--- src/rtl/getir_istek_denetleyici.sv ---
`default_nettype none
// ---------------------------------------------------------------------------
// getir_istek_denetleyici : fetch request scheduler between fetch stage 1 and
// the L1 instruction cache, with in-order PC tagging and flush draining.
// Revision: 1.0
// ---------------------------------------------------------------------------
module getir_istek_denetleyici #(
  parameter int PS_BIT        = 32,
  parameter int VERI_BIT      = 32,
  parameter int MAKS_BEKLEYEN = 4
) (
  input  logic                                   clk_i,
  input  logic                                   rst_i,
  input  logic [PS_BIT-1:0]                      g1_istek_ps_i,
  input  logic                                   g1_istek_gecerli_i,
  output logic                                   g1_istek_hazir_o,
  output logic [PS_BIT-1:0]                      l1b_istek_ps_o,
  output logic                                   l1b_istek_gecerli_o,
  input  logic                                   l1b_istek_hazir_i,
  input  logic [VERI_BIT-1:0]                    l1b_yanit_veri_i,
  input  logic                                   l1b_yanit_gecerli_i,
  output logic                                   l1b_yanit_hazir_o,
  output logic [VERI_BIT-1:0]                    g2_buyruk_o,
  output logic [PS_BIT-1:0]                      g2_ps_o,
  output logic                                   g2_gecerli_o,
  input  logic                                   g2_hazir_i,
  input  logic                                   bosalt_i,
  output logic [$clog2(MAKS_BEKLEYEN+1)-1:0]     bekleyen_sayisi_o
);

  localparam int SAY_BIT = $clog2(MAKS_BEKLEYEN + 1);
  localparam int IS_BIT  = $clog2(MAKS_BEKLEYEN);

  typedef enum logic [1:0] {
    BOSTA  = 2'd0,
    BEKLE  = 2'd1,
    BOSALT = 2'd2
  } durum_e;

  durum_e                durum_q, durum_d;
  logic [SAY_BIT-1:0]    bekleyen_q, bekleyen_d;
  logic [SAY_BIT-1:0]    bayat_q, bayat_d;
  logic [IS_BIT-1:0]     yaz_is_q, yaz_is_d;
  logic [IS_BIT-1:0]     oku_is_q, oku_is_d;
  logic                  g2_gecerli_q, g2_gecerli_d;
  logic [VERI_BIT-1:0]   g2_buyruk_q, g2_buyruk_d;
  logic [PS_BIT-1:0]     g2_ps_q, g2_ps_d;
  logic [PS_BIT-1:0]     etiket_q [MAKS_BEKLEYEN];

  logic dolu;
  logic istek_ates;
  logic yanit_ates;
  logic yanit_at;

  always_comb begin
    dolu                = (bekleyen_q == SAY_BIT'(MAKS_BEKLEYEN));
    l1b_istek_ps_o      = g1_istek_ps_i;
    l1b_istek_gecerli_o = g1_istek_gecerli_i & ~dolu & ~bosalt_i;
    g1_istek_hazir_o    = l1b_istek_hazir_i & ~dolu & ~bosalt_i;
    istek_ates          = l1b_istek_gecerli_o & l1b_istek_hazir_i;

    // The state register mirrors the counters: BOSTA <=> nothing outstanding,
    // BOSALT <=> stale responses still owed.
    l1b_yanit_hazir_o = (durum_q != BOSTA) &
                        (bosalt_i | (durum_q == BOSALT) | ~g2_gecerli_q | g2_hazir_i);
    yanit_ates        = l1b_yanit_gecerli_i & l1b_yanit_hazir_o;
    yanit_at          = yanit_ates & (bosalt_i | (durum_q == BOSALT));

    bekleyen_d = bekleyen_q + SAY_BIT'(istek_ates) - SAY_BIT'(yanit_ates);
    yaz_is_d   = yaz_is_q + IS_BIT'(istek_ates);
    oku_is_d   = oku_is_q + IS_BIT'(yanit_ates);

    bayat_d = bayat_q;
    if (bosalt_i) begin
      bayat_d = bekleyen_q - SAY_BIT'(yanit_ates);
    end else if (yanit_ates && (durum_q == BOSALT)) begin
      bayat_d = bayat_q - SAY_BIT'(1);
    end

    g2_gecerli_d = g2_gecerli_q;
    g2_buyruk_d  = g2_buyruk_q;
    g2_ps_d      = g2_ps_q;
    if (yanit_ates && !yanit_at) begin
      g2_gecerli_d = 1'b1;
      g2_buyruk_d  = l1b_yanit_veri_i;
      g2_ps_d      = etiket_q[oku_is_q];
    end else if (bosalt_i || g2_hazir_i) begin
      g2_gecerli_d = 1'b0;
    end

    if (bekleyen_d == '0) begin
      durum_d = BOSTA;
    end else if (bayat_d != '0) begin
      durum_d = BOSALT;
    end else begin
      durum_d = BEKLE;
    end

    g2_gecerli_o      = g2_gecerli_q;
    g2_buyruk_o       = g2_buyruk_q;
    g2_ps_o           = g2_ps_q;
    bekleyen_sayisi_o = bekleyen_q;
  end

  always_ff @(posedge clk_i or posedge rst_i) begin
    if (rst_i) begin
      durum_q      <= BOSTA;
      bekleyen_q   <= '0;
      bayat_q      <= '0;
      yaz_is_q     <= '0;
      oku_is_q     <= '0;
      g2_gecerli_q <= 1'b0;
      g2_buyruk_q  <= '0;
      g2_ps_q      <= '0;
    end else begin
      durum_q      <= durum_d;
      bekleyen_q   <= bekleyen_d;
      bayat_q      <= bayat_d;
      yaz_is_q     <= yaz_is_d;
      oku_is_q     <= oku_is_d;
      g2_gecerli_q <= g2_gecerli_d;
      g2_buyruk_q  <= g2_buyruk_d;
      g2_ps_q      <= g2_ps_d;
    end
  end

  // Tag storage needs no reset: entries are only read after being written.
  always_ff @(posedge clk_i) begin
    if (istek_ates) begin
      etiket_q[yaz_is_q] <= g1_istek_ps_i;
    end
  end

endmodule
`default_nettype wire

--- config.mk ---
export PLATFORM = sky130hd
export DESIGN_NAME = getir_istek_denetleyici
export DESIGN_NICKNAME = d
export VERILOG_FILES = /design/src/rtl/getir_istek_denetleyici.sv
export SDC_FILE = /design/constraint.sdc
export NUM_CORES = 1
export LEC_CHECK = 0
export CAP_MARGIN = 10
export CORE_AREA = 2 2 134 136
export DETAILED_ROUTE_END_ITERATION = 6
export DIE_AREA = 0 0 136 138
export GPL_TIMING_DRIVEN = 0
export HOLD_SLACK_MARGIN = 0.1
export PLACE_DENSITY_LB_ADDON = 0.15
export SKIP_CTS_REPAIR_TIMING = 1
export SLEW_MARGIN = 20
export SYNTH_ARGS = -nofsm -noshare
export SYNTH_HDL_FRONTEND = slang
export SYNTH_SLANG_ARGS = --single-unit
--- constraint.sdc ---
create_clock -name clk_i -period 4.8 [get_ports clk_i]
set_input_delay 0.48 -clock clk_i [delete_from_list [all_inputs] [get_ports clk_i]]
set_output_delay 0.48 -clock clk_i [all_outputs]
set_load 0.02 [all_outputs]
==> impl_metrics.csv, run 1 <==
group,metric,value,unit
power,p_leak,4.18,nW
floorplan,die_h,138,um
drt,met2_length,8100,um
yosys,synth.most_common_cell,"edfxtp_1",
drt,avgRoutedWirePerCell,18.5,um
setup_path,crit_slowest_cell,"clkdlybuf4s50_1",
job,drv_cap,0,
drt,met1_length,6410,um
yosys,async_flop_share,0.376,
yosys,synth_area_leaders,"edfxtp_1 (47%), dfrtp_1 (24%), mux4_2 (8.3%), mux2_4 (5.5%), mux2_2 (4.1%)",
yosys,yosysWarnings,0,
min_path,holdCritPathClass,"in -> async",
floorplan,fp.dieW,136,um
placed_design,hpwl,10600,um
yosys,synth_top_area_cell,"edfxtp_1",
yosys,synth-seq-cells,205,
drt,vias,4282,
power,worst_ir_drop_vdd,0.000315,V
setup_path,critPathKind,"in -> reg",
cells_and_area,drive_gt1_frac,0.294,
drt,drc,0,
cts,cts_tree,"built",
cts,clk_path_buf_depth,3,
setup_path,worstPathRequired,5170,ps
placed_design,port_buffers,173,
yosys,ys.flop_type,"edfxtp_1",
sta,rsz0062_at_grt,"false",
drt,viasPerCell,5.01,
sta,maxSlewViolCount,0,
setup_path,path_max_fanout,10,
global_route,antenna_found_initial,0,
cells_and_area,n_fill_cell,1281,
yosys,synth_edf_count,128,
cts,root_buffer,"clkbuf_16",
setup_path,end_kind,"register",
sta,final_hold_viol_count,0,
yosys,synth.avg_cell_area,20.2,um2
cells_and_area,final_nets,691,
global_route,grt_overflow,0,
yosys,ys_types,34,
drt,highest_layer,"met4",
placed_design,place_congestion,0.705,
sta,fin_crit_sh,0.586,
power,finalPower,0.00630,W
global_route,grt_max_degree,51,
sta,finalClockSkew,9.52,ps
floorplan,num_io_pins,174,
cts,clkSinkCount,205,
cts,htree_num_levels,1,
yosys,syn_nets,483,
setup_path,arrival,3190,ps
drt,wl_met3,1050,um
cts,clk_latency,480,ps
sta,slew_headroom,0.522,
setup_path,cpMostUsedCell,"ha_1",
drt,firstDrtPassIters,4,
yosys,syn_area,8150,um2
yosys,synth.top_cell.area_share,0.472,
floorplan,start_util,0.465,
sta,timing.fmax,0.355,GHz
cells_and_area,seq_area,5770,um2
outcome,status,"finished, final reports clean",
cells_and_area,n_antenna_cell,0,
sta,min_period,2810,ps
cells_and_area,multi_input_area,1970,um2
global_route,grt_use_total,0.172,
setup_path,crit_chain,"clkdlybuf4s50_1 -> buf_2 -> nor2_1 -> a21oi_1 -> and2_1 -> ha_1 -> inv_1 -> ha_1 -> fa_1 -> nor3_1 -> o21ba_2",
setup_path,cp_slowest_stage_delay,560,ps
drt,final_antenna_net_count,0,
floorplan,row_count,49,
drt,drt_iter0_markers,151,
drt,routed_wirelength,15800,um
global_route,grt_pass1_vias,4685,
yosys,ys_seq_area_frac,0.708,
sta,setup_viol,0,
yosys,ys_top_cells_by_count,"edfxtp_1 (128), dfrtp_1 (77), buf_4 (32)",
yosys,synth_cells,404,
floorplan,coreArea,17500,um2
global_route,grt_first_pass_wirelength,25000,um
placed_design,dpl-instance-area,10300,um2
cts,numCtsBuffers,21,
setup_path,cp-start-kind,"input port",
cells_and_area,area_growth,35.1,%
cells_and_area,final_cell_area,11000,um2
sta,tightest_slew,714,ps
sta,fin_worst_hold_slack,335,ps
floorplan,dieArea,18800,um2
power,power_density,572,nW/um2
cts,path_clk_slew,60,ps
[power by group]
group / total, W / internal [W] / switching [W]
Combinational: 0.00227 / 0.00127 / 0.00100
Sequential: 0.00247 / 0.00226 / 0.000209
Clock: 0.00155 / 0.000934 / 0.000621
[sequential cells by signal, summed over array words and instances (netlist names)]
register / cells
g2_gecerli_o: 1
g2_buyruk_o: 32
yaz_is_q: 2
etiket_q: 128
durum_q: 2
bayat_q: 3
bekleyen_sayisi_o: 3
g2_ps_o: 32
oku_is_q: 2
[path summary, 6_finish.rpt]
check | end | cells after the start | slack (ps) | startpoint
worst max-delay path | durum_q[1]$_DFF_PP0_ | 11 | 1990 | bosalt_i
worst min-delay path | g2_buyruk_o[19]$_DFFE_PP0P_ | 2 | 330 | rst_i
worst max register to register | durum_q[1]$_DFF_PP0_ | 9 | 2140 | bekleyen_sayisi_o[2]$_DFF_PP0_
worst min register to register | g2_buyruk_o[14]$_DFFE_PP0P_ | 1 | 490 | g2_buyruk_o[14]$_DFFE_PP0P_
max in group asynchronous | g2_ps_o[0]$_DFFE_PP0P_ | 3 | 3880 | rst_i
min in group clk_i | g2_buyruk_o[14]$_DFFE_PP0P_ | 1 | 490 | g2_buyruk_o[14]$_DFFE_PP0P_
[worst max-delay path: cells and delay by family]
family | cells | cell delay [ps]
buffers and inverters | 3 | 880
AND/OR/NAND/NOR | 3 | 600
adder cells (fa/ha/maj) | 3 | 840
AO/OA/AOI/OAI | 2 | 390
[stage by stage]
stage | setup WS (ps) | utilization | cells | setup TNS, ps
floorplan | 974 | - | 404 | 0
global placement | -1550 | 0.580 | 806 | -89930
detailed placement | 1450 | 0.590 | 818 | 0
CTS | 2000 | 0.628 | 855 | 0
global route | 1780 | 0.628 | 855 | 0
finish | 1990 | 0.628 | 855 | 0
[layout by cell type (no fill, tap or decap), types with 5 or more instances in the layout]
cell | netlist | layout
edfxtp_1 | 128 | 128
clkbuf_8 | 0 | 5
clkbuf_16 | 0 | 21
dfrtp_1 | 77 | 77
buf_4 | 32 | 40
mux2_2 | 30 | 30
ha_1 | 7 | 7
inv_1 | 8 | 7
clkdlybuf4s50_1 | 0 | 173
mux4_2 | 30 | 30
clkbuf_1 | 1 | 7
mux2_4 | 30 | 30
nor2_1 | 6 | 5
buf_6 | 7 | 8
[metal layers]
layer  global-route usage  vias to the layer above
met5                    0                        -
li1                     -                     1939
met1                0.216                     2170
met2                0.302                      149
met3               0.0352                       24
met4               0.0493                        0
[cells by family after synthesis]
| family | after synthesis | share of synthesized area |
|---|---|---|
| buf+inv | 55 | 0.0531 |
| simple gates | 24 | 0.0181 |
| xor+xnor | 8 | 0.00860 |
| mux | 98 | 0.194 |
| compound gates | 6 | 0.00491 |
| fa+ha+maj | 8 | 0.0132 |
| flops | 205 | 0.708 |
[area by class of cell]
class	instances	share of cell area
well taps	229	0.0260
clock buffers	32	0.0560
clock inverters	5	0.00432
repair buffers	185	0.171
inverters	8	0.00296
plain buffers	47	0.0366
flip-flops and latches	205	0.524
multi-input cells	144	0.179
(Power assumes the default switching activity.)
==> run 2, diff against run 1 <==
==> constraint.sdc (replaced) <==
create_clock -name clk_i -period 2.7 [get_ports clk_i]
set_input_delay 0.27 -clock clk_i [delete_from_list [all_inputs] [get_ports clk_i]]
set_output_delay 0.27 -clock clk_i [all_outputs]
set_load 0.02 [all_outputs]
==> impl_metrics.csv, run 2 (synthesized netlist as in run 1, its figures left out) <==
group,metric,value,unit
cells_and_area,regMostFlops,"etiket_q",
global_route,grt_overflow,0,
sta,timing.fmax,0.396,GHz
setup_path,r2r_end,"durum_q[1]$_DFF_PP0_",
floorplan,dieArea,18800,um2
power,worst_ir_drop_vdd,0.000512,V
setup_path,cpMostUsedCell,"ha_1",
cts,clk_latency,490,ps
floorplan,start_util,0.465,
sta,final_hold_viol_count,0,
placed_design,hpwl,10300,um
global_route,antenna_found_initial,0,
power,finalPower,0.0113,W
placed_design,place_congestion,0.688,
cells_and_area,final_nets,688,
global_route,grt_pass1_vias,4505,
global_route,met3_usage,0.0297,
drt,firstDrtPassIters,4,
cts,cts_tree,"built",
sta,slew_headroom,0.597,
cts,clkSinkCount,205,
drt,vias,4208,
floorplan,row_count,49,
cts,clk_path_buf_depth,3,
sta,setup_viol,0,
cts,htree_num_levels,1,
sta,fin_crit_sh,0.936,
cells_and_area,area_growth,35.8,%
global_route,grt_busiest_layer,"met2",
drt,avgRoutedWirePerCell,17.9,um
cells_and_area,post-route-util,0.631,
cells_and_area,n_antenna_cell,0,
job,drv_cap,0,
setup_path,critPathKind,"in -> reg",
drt,viasPerCell,4.93,
drt,drt_iter0_markers,146,
cells_and_area,layout_commonest_cell,"clkdlybuf4s50_1",
sta,maxSlewViolCount,0,
sta,min_period,2530,ps
floorplan,die_h,138,um
global_route,grt_use_total,0.166,
sta,finalClockSkew,7.71,ps
global_route,grt_max_degree,49,
setup_path,cp_slowest_stage_delay,590,ps
setup_path,reg2reg_depth,9,
global_route,grt_first_pass_wirelength,24200,um
setup_path,worstPathRequired,3080,ps
outcome,status,"finished, final reports clean",
power,power_density,1020,nW/um2
cts,path_clk_slew,60,ps
power,p_leak,4.20,nW
global_route,use_met2,0.296,
floorplan,coreArea,17500,um2
setup_path,crit_chain,"clkdlybuf4s50_1 -> clkbuf_4 -> nor2_1 -> a21oi_1 -> and2_1 -> ha_1 -> inv_1 -> ha_1 -> fa_1 -> nor3_2 -> o21ba_2",
setup_path,path_max_fanout,10,
sta,tightest_slew,604,ps
drt,drc,0,
cts,root_buffer,"clkbuf_16",
setup_path,arrival,2910,ps
setup_path,end_kind,"register",
placed_design,port_buffers,173,
min_path,holdCritPathClass,"in -> async",
floorplan,fp.dieW,136,um
cells_and_area,layout_common_cells,"clkdlybuf4s50_1 (173), edfxtp_1 (128), dfrtp_1 (77)",
cts,numCtsBuffers,22,
floorplan,num_io_pins,174,
setup_path,cp-start-kind,"input port",
global_route,grtUsageMet1,0.210,
sta,rsz0062_at_grt,"false",
setup_path,crit_slowest_cell,"clkdlybuf4s50_1",
cells_and_area,drive_gt1_frac,0.298,
setup_path,reg2reg_from,"bekleyen_sayisi_o[2]$_DFF_PP0_",
drt,final_antenna_net_count,0,
drt,routed_wirelength,15300,um
setup_path,worst-r2r-setup-slack,240,ps
cells_and_area,largest_register_ffs,128,
==> run 2: through the flow <==
step                      cells  hold WS [ps]  area, um2  setup TNS [ps]  worst slack (ps)
final                       854           122      11100               0               172
after CTS                   854           119      11000           -8.26             -8.26
after floorplan             404           369       8160            -781             -24.4
after global placement      806           469      10200         -201350             -1370
after global routing        854           144      11100               0              26.4
after detailed placement    814           485      10300            -716              -406
==> run 2: cell type report <==
cell class                      count  area [um2]
Fill cell                        1284        6460
Buffer                             47         405
Clock buffer                       36         664
Clock inverter                      4        20.0
Inverter                            8        32.5
Sequential cell                   205        5770
Multi-Input combinational cell    144        2010
Timing Repair Buffer              181        1880
Tap cell                          229         287
==> run 2: layer usage <==
| metal | routed length, um | vias to the layer above |
|---|---|---|
| li1 | - | 1923 |
| met1 | 6300 | 2124 |
| met2 | 7800 | 135 |
| met3 | 915 | 26 |
| met4 | 258 | 0 |
| met5 | 0 | - |
==> run 2: worst max path at each step <==
stage,from,endpoint,slack (ps),cells after the start
3_5_place_dp,bosalt_i,durum_q[1]$_DFF_PP0_,-410,11
5_1_grt,bosalt_i,durum_q[1]$_DFF_PP0_,30,11
6_report,bosalt_i,durum_q[1]$_DFF_PP0_,170,11
3_3_place_gp,bosalt_i,etiket_q[2][1]$_DFFE_PP_,-1370,3
2_1_floorplan,bekleyen_sayisi_o[2]$_DFF_PP0_,etiket_q[2][0]$_DFFE_PP_,-20,3
4_1_cts,bekleyen_sayisi_o[2]$_DFF_PP0_,durum_q[1]$_DFF_PP0_,-8,9
==> run 2: report_power, final <==
group	leakage (nW)	total (W)	internal [W]	switching, W
Sequential	2.11	0.00442	0.00402	0.000391
Clock	0.338	0.00279	0.00167	0.00112
Combinational	1.75	0.00407	0.00229	0.00178
==> run 2: critical path, delay by kind of cell <==
family / cells / cell delay, ps
buffers and inverters: 3 / 900
adders and majority gates: 3 / 870
and+or+nand+nor: 3 / 510
AOI/OAI and AO/OA: 2 / 350
